===== src/rtl/y_rr_arbiter8_pkg.sv =====
// ---------------------------------------------------------------------------
// y_rr_arbiter8_pkg
//
// Shared constants and types for the eight-way round-robin arbiter.
//
// Contents:
//   NUM_REQ      number of requesters the arbiter serves
//   IDX_W        width of a requester index (sel, round-robin pointer)
//   CNT_W        width of the completed-transfer counter
//   arb_state_t  controller states (IDLE = 0, BUSY = 1)
//   pick_t       result of a round-robin search: found flag plus index
// ---------------------------------------------------------------------------
package y_rr_arbiter8_pkg;

    localparam int NUM_REQ = 8;
    localparam int IDX_W   = 3;
    localparam int CNT_W   = 16;

    typedef enum logic {
        IDLE = 1'b0,
        BUSY = 1'b1
    } arb_state_t;

    typedef struct packed {
        logic             found;
        logic [IDX_W-1:0] idx;
    } pick_t;

endpackage


===== src/rtl/y_rr_arbiter8_mux.sv =====
// ---------------------------------------------------------------------------
// yMux8to1
//
// Plain eight-input word multiplexer. The arbiter uses it as its whole
// datapath: the grantee's word is steered straight from the requester
// inputs to the output, nothing is stored.
//
// Ports:
//   in0..in7  input  SIZE  candidate words
//   sel       input  3     index of the word to pass through
//   y         output SIZE  selected word
// ---------------------------------------------------------------------------
module yMux8to1 #(
    parameter int SIZE = 32
) (
    input  logic [SIZE-1:0] in0,
    input  logic [SIZE-1:0] in1,
    input  logic [SIZE-1:0] in2,
    input  logic [SIZE-1:0] in3,
    input  logic [SIZE-1:0] in4,
    input  logic [SIZE-1:0] in5,
    input  logic [SIZE-1:0] in6,
    input  logic [SIZE-1:0] in7,
    input  logic [2:0]      sel,
    output logic [SIZE-1:0] y
);

    // Straight decode of the select; every case is covered so no latch
    // can form.
    always_comb begin
        case (sel)
            3'd0:    y = in0;
            3'd1:    y = in1;
            3'd2:    y = in2;
            3'd3:    y = in3;
            3'd4:    y = in4;
            3'd5:    y = in5;
            3'd6:    y = in6;
            default: y = in7;
        endcase
    end

endmodule


===== src/rtl/y_rr_arbiter8.sv =====
// ---------------------------------------------------------------------------
// y_rr_arbiter8
//
// Eight-requester round-robin arbiter with a valid/ready output port.
// One requester at a time is granted. Its data word is routed through an
// 8-to-1 mux to out_data until the consumer accepts it. After an accepted
// transfer, the priority pointer moves to one past the grantee. The next
// grantee is then picked in the same cycle, so back-to-back requesters are
// served with no idle bubble.
//
// Ports:
//   clk        input  1          rising-edge clock
//   rst_n      input  1          synchronous active-low reset
//   req        input  8          request, one bit per requester
//   din        input  8*SIZE     requester words, slice i = din[i*SIZE +: SIZE]
//   out_ready  input  1          consumer accepts out_data this cycle
//   out_valid  output 1          out_data holds the granted word
//   out_data   output SIZE       word of the current grantee
//   sel        output 3          index of the current grantee
//   gnt        output 8          one-hot grant, zero when out_valid is low
//   ack        output 8          one-hot strobe to the grantee on a transfer
//   xfer_cnt   output 16         number of completed transfers (wraps)
// ---------------------------------------------------------------------------
module y_rr_arbiter8
    import y_rr_arbiter8_pkg::*;
#(
    parameter int SIZE = 32
) (
    input  logic                    clk,
    input  logic                    rst_n,
    input  logic [NUM_REQ-1:0]      req,
    input  logic [NUM_REQ*SIZE-1:0] din,
    input  logic                    out_ready,
    output logic                    out_valid,
    output logic [SIZE-1:0]         out_data,
    output logic [IDX_W-1:0]        sel,
    output logic [NUM_REQ-1:0]      gnt,
    output logic [NUM_REQ-1:0]      ack,
    output logic [CNT_W-1:0]        xfer_cnt
);

    arb_state_t          state;
    logic [IDX_W-1:0]    ptr;
    logic                xfer;
    logic [IDX_W-1:0]    next_ptr;
    logic [NUM_REQ-1:0]  masked_req;
    pick_t               first_pick;
    pick_t               next_pick;

    // Round-robin search. The request vector is rotated right by the
    // starting index, so the highest-priority requester lands in bit 0.
    // The lowest set bit of the rotated vector is then the winner. Scanning
    // from the top down and overwriting leaves the lowest set bit. Adding
    // the start back in IDX_W-bit arithmetic undoes the rotation and wraps
    // 7 -> 0 for free.
    function automatic pick_t rr_pick(
        input logic [NUM_REQ-1:0] r,
        input logic [IDX_W-1:0]   from
    );
        logic [NUM_REQ-1:0] rot;
        pick_t              p;
        rot     = NUM_REQ'({r, r} >> from);
        p.found = |rot;
        p.idx   = '0;
        for (int k = NUM_REQ - 1; k >= 0; k--) begin
            if (rot[k]) begin
                p.idx = from + IDX_W'(k);
            end
        end
        return p;
    endfunction

    function automatic logic [NUM_REQ-1:0] onehot(input logic [IDX_W-1:0] i);
        return NUM_REQ'(1) << i;
    endfunction

    // Next-grant candidates. first_pick is used when leaving IDLE and
    // searches from the stored pointer. next_pick is used on a transfer.
    // It searches from one past the grantee with the grantee's own request
    // masked out. The grantee still has req high in the cycle it is acked,
    // and must not be re-granted on that stale bit.
    always_comb begin
        xfer       = (state == BUSY) && out_ready;
        next_ptr   = sel + 1'b1;
        masked_req = req & ~onehot(sel);
        first_pick = rr_pick(req, ptr);
        next_pick  = rr_pick(masked_req, next_ptr);
    end

    // Controller. out_valid and gnt are registered alongside the state, so
    // they change only on clock edges. The grant stays sticky while the
    // consumer stalls, even if the grantee drops its request or others
    // arrive. Reset has priority over everything, including a transfer in
    // progress: that grant is simply abandoned.
    always_ff @(posedge clk) begin
        if (!rst_n) begin
            state     <= IDLE;
            ptr       <= '0;
            sel       <= '0;
            xfer_cnt  <= '0;
            out_valid <= 1'b0;
            gnt       <= '0;
        end else begin
            case (state)
                IDLE: begin
                    if (first_pick.found) begin
                        state     <= BUSY;
                        sel       <= first_pick.idx;
                        out_valid <= 1'b1;
                        gnt       <= onehot(first_pick.idx);
                    end
                end
                BUSY: begin
                    if (xfer) begin
                        ptr      <= next_ptr;
                        xfer_cnt <= xfer_cnt + 1'b1;
                        if (next_pick.found) begin
                            sel <= next_pick.idx;
                            gnt <= onehot(next_pick.idx);
                        end else begin
                            state     <= IDLE;
                            out_valid <= 1'b0;
                            gnt       <= '0;
                        end
                    end
                end
                default: begin
                    state     <= IDLE;
                    out_valid <= 1'b0;
                    gnt       <= '0;
                end
            endcase
        end
    end

    // The transfer strobe is purely combinational. gnt is already zero
    // outside BUSY, so masking it with out_ready is enough.
    always_comb begin
        ack = gnt & {NUM_REQ{out_ready}};
    end

    yMux8to1 #(
        .SIZE (SIZE)
    ) u_mux (
        .in0 (din[0*SIZE +: SIZE]),
        .in1 (din[1*SIZE +: SIZE]),
        .in2 (din[2*SIZE +: SIZE]),
        .in3 (din[3*SIZE +: SIZE]),
        .in4 (din[4*SIZE +: SIZE]),
        .in5 (din[5*SIZE +: SIZE]),
        .in6 (din[6*SIZE +: SIZE]),
        .in7 (din[7*SIZE +: SIZE]),
        .sel (sel),
        .y   (out_data)
    );

endmodule


===== config.mk =====
export PLATFORM = sky130hd
export DESIGN_NAME = y_rr_arbiter8
export DESIGN_NICKNAME = d
export VERILOG_FILES = /design/src/rtl/y_rr_arbiter8_pkg.sv /design/src/rtl/y_rr_arbiter8_mux.sv /design/src/rtl/y_rr_arbiter8.sv
export SDC_FILE = /design/constraint.sdc
export NUM_CORES = 1
export LEC_CHECK = 0
export BUFFER_PORTS_ARGS = -buffer_cell sky130_fd_sc_hd__buf_4
export CAP_MARGIN = 20
export CORE_AREA = 4 4 127 129
export CTS_CLUSTER_DIAMETER = 200
export DETAILED_ROUTE_END_ITERATION = 8
export DIE_AREA = 0 0 131 133
export PLACE_DENSITY = 0.68
export SYNTH_ARGS = -nofsm -noshare
export SYNTH_HDL_FRONTEND = slang
export SYNTH_SLANG_ARGS = --single-unit

===== constraint.sdc =====
create_clock -name clk -period 11.3 [get_ports clk]
set_clock_uncertainty 0.2 [all_clocks]
set_input_delay 0.565 -clock clk [delete_from_list [all_inputs] [get_ports clk]]
set_output_delay 0.565 -clock clk [all_outputs]
set_load 0.05 [all_outputs]

==> flow_summary.ini <==
[power]
peakVddDrop_v = 0.000190
powerDensity_nw_per_um2 = 282
leakagePower_uw = 0.00339

[sta]
tightest_slew_ns = 0.962
fin_crit_ns = 5.28
finalSetupViolations = 0
fin_tns_setup_ns = 0
whs_ns = 0.290
grt_setup_unrepaired = false
hold_viol_final = 0
drv_slew = 0
fin_crit_sh = 0.467
slew_headroom = 0.359
clock.fmax_mhz = 189

[clock_network]
cts_made_buffers = 5
tritoncts = done
clk_pin_slew_ns = 0.05
cts_root_buffer = clkbuf_16
cts_buffer_depth = 2
cts.sinks = 32
postCtsResizedCells = 0
holdBufCountCts = 0
worstSkewPairLatency_ns = 0.28
htreeDepth = 2
cts_setup_buffers = 0

[synth]
ys.flop_type = dfxtp_1
ys_seq_area_frac = 0.123
ys_ff_latch = 32
synth_edf_count = 0
synthCells = 681
yosysWarnings = 0
netlist_top_cells_area = dfxtp_1 12%, a222oi_1 7.3%, a22oi_1 7.1%
synth_area_um2 = 5200
synth_top_cell_area_share = 0.123
synth_nets = 959
yosysTopAreaCell = dfxtp_1
ys_types = 76
synth.avg_cell_area_um2 = 7.64
async_flop_share = 0

[worst_setup_path]
startpoint = sel[2]$_SDFFE_PN0P_
worstPathArrival_ns = 5.28
critical_path_class = flip-flop to flip-flop
endpoint_kind = flip-flop
cp_data_required_time_ns = 11.30
timing.rr.start = sel[2]$_SDFFE_PN0P_
startpoint_type = flip-flop
critPathMaxFanout = 31

[cells_and_area]
finalNetCount = 1237
syn2layout_area_growth_pct = 49.3
final_util = 0.516
drive_gt1_frac = 0.413
postLayoutCellArea_um2 = 7760
fin_cells = 1150

[drt]
dr.pass1.iters = 9
via_count = 7065
routed_wl_um = 26900
routedWlPerCell_um = 23.4
postRouteAntennaNets = 0
drc_errors = 0
drt_iter0_markers = 803
via_per_inst = 6.14

[placement]
dp.cells = 1140
dp_hpwl_um = 21000
post_dp_cell_area_um2 = 7610
port-buffer-count = 334
place.gp.congestion = 0.956

[global_routing]
grt_pass1_vias = 6690
overflow = 0
track_usage = 0.282
antenna_found_initial = 2
grt_max_degree = 65
grt_pass1_wl_um = 39000

[hold_path]
hold_start = out_valid$_SDFFE_PN0P_
worstHoldPathType = flip-flop to flip-flop

[floorplanning]
dieWidth_um = 131
core_um2 = 15000
die_h_um = 133
die-area_um2 = 17400
initial_core_util = 0.346
rows = 45
io_pins = 335

[run]
maxCapViolations = 0

[status]
outcome = finished clean
## path summary, 6_finish.rpt
path                             to  slack (ns)  depth (start not counted)
min          out_valid$_SDFFE_PN0P_        0.29                          2
max reg2reg     gnt[1]$_SDFFE_PN0P_        6.02                         12
max             gnt[1]$_SDFFE_PN0P_        6.02                         12
min reg2reg  out_valid$_SDFFE_PN0P_        0.29                          2
## worst max-delay path, stage by stage, from the launching register on
cell and delay (ns):
dfxtp_1 0.86, inv_1 0.08, buf_4 0.28, ha_1 0.91, mux4_2 0.61, a21boi_1 0.16
a222oi_1 0.55, nor2_1 0.09, o311a_1 0.33, o31ai_4 0.33, inv_2 0.08, or4_1 0.50
a31oi_1 0.19
## cells in the final DEF (no fill, tap or decap), drive strengths merged, types with 8 or more instances in the layout
cell,synthesis,final
a22oi,49,49
xor2,14,14
nor2,56,56
a21oi,42,42
ha,11,11
mux2,13,13
and2,15,15
nand3,12,12
a211oi,9,9
buf,11,343
o2111ai,24,24
o21ai,29,29
inv,17,17
o22ai,8,8
dfxtp,32,32
o211ai,8,8
nand4,9,9
a222oi,38,38
nand2,43,43
mux2i,27,27
o21a,28,28
a31oi,14,14
mux4,8,8
a221oi,10,10
## where the power goes
group,internal (uW),switching [uW]
sequential,129,25.8
clock,86.7,47.7
combinational,647,1260
total,863,1330
## logic make-up after synthesis
| kind of cell | synth area share |
|---|---|
| AO/OA/AOI/OAI | 0.427 |
| XOR/XNOR | 0.0303 |
| adder cells (fa/ha/maj) | 0.0265 |
| buffers and inverters | 0.0926 |
| flip-flops | 0.123 |
| multiplexers | 0.117 |
| AND/OR/NAND/NOR | 0.184 |
## state kept, by name, indices dropped and copies added, names as in the netlist
name and flops:
gnt 8, out_valid 1, ptr 3, sel 3, state 1, xfer_cnt 16
## Yosys cell counts, types with 8 or more instances
cell / n
o22ai_1: 8
inv_1: 15
and2_1: 11
clkbuf_8: 11
a31oi_1: 13
nand4_1: 9
o21ai_0: 29
mux2_2: 12
a21oi_1: 42
a22oi_1: 49
o2111ai_1: 24
o211ai_1: 8
a222oi_1: 38
ha_1: 11
mux2i_1: 27
nand2_1: 43
xor2_1: 14
clkbuf_1: 49
nand3_1: 12
o21a_1: 28
dfxtp_1: 32
nor2_1: 56
a221oi_1: 10
a211oi_1: 9
## final cells by class
| type | count | area (um^2) |
|---|---|---|
| fillers | 1483 | 7270 |
| multi-input cells | 560 | 4100 |
| repair buffers | 343 | 2570 |
| flip-flops and latches | 32 | 641 |
| well taps | 188 | 235 |
| clock buffers | 6 | 139 |
| inverters | 17 | 63.8 |
| clock inverters | 2 | 10.0 |
| diodes | 2 | 5.00 |
## routing by layer
layer  track usage  wire, um  vias to the layer above
met3        0.0602      3050                       29
met5             0         0                        -
met2         0.463     12700                      389
met1         0.379     10800                     3339
li1              -         -                     3308
met4        0.0577       426                        0
## through the flow
| step | worst slack, ns | power (uW) |
|---|---|---|
| 2_1_floorplan | 7.07 | 1530 |
| 3_3_place_gp | 6.09 | 2050 |
| 3_5_place_dp | 6.07 | 2040 |
| 4_1_cts | 6.05 | 2180 |
| 5_1_grt | 5.62 | 2310 |
| 6_report | 6.02 | 2190 |
Power figures use the tool's default switching activity.
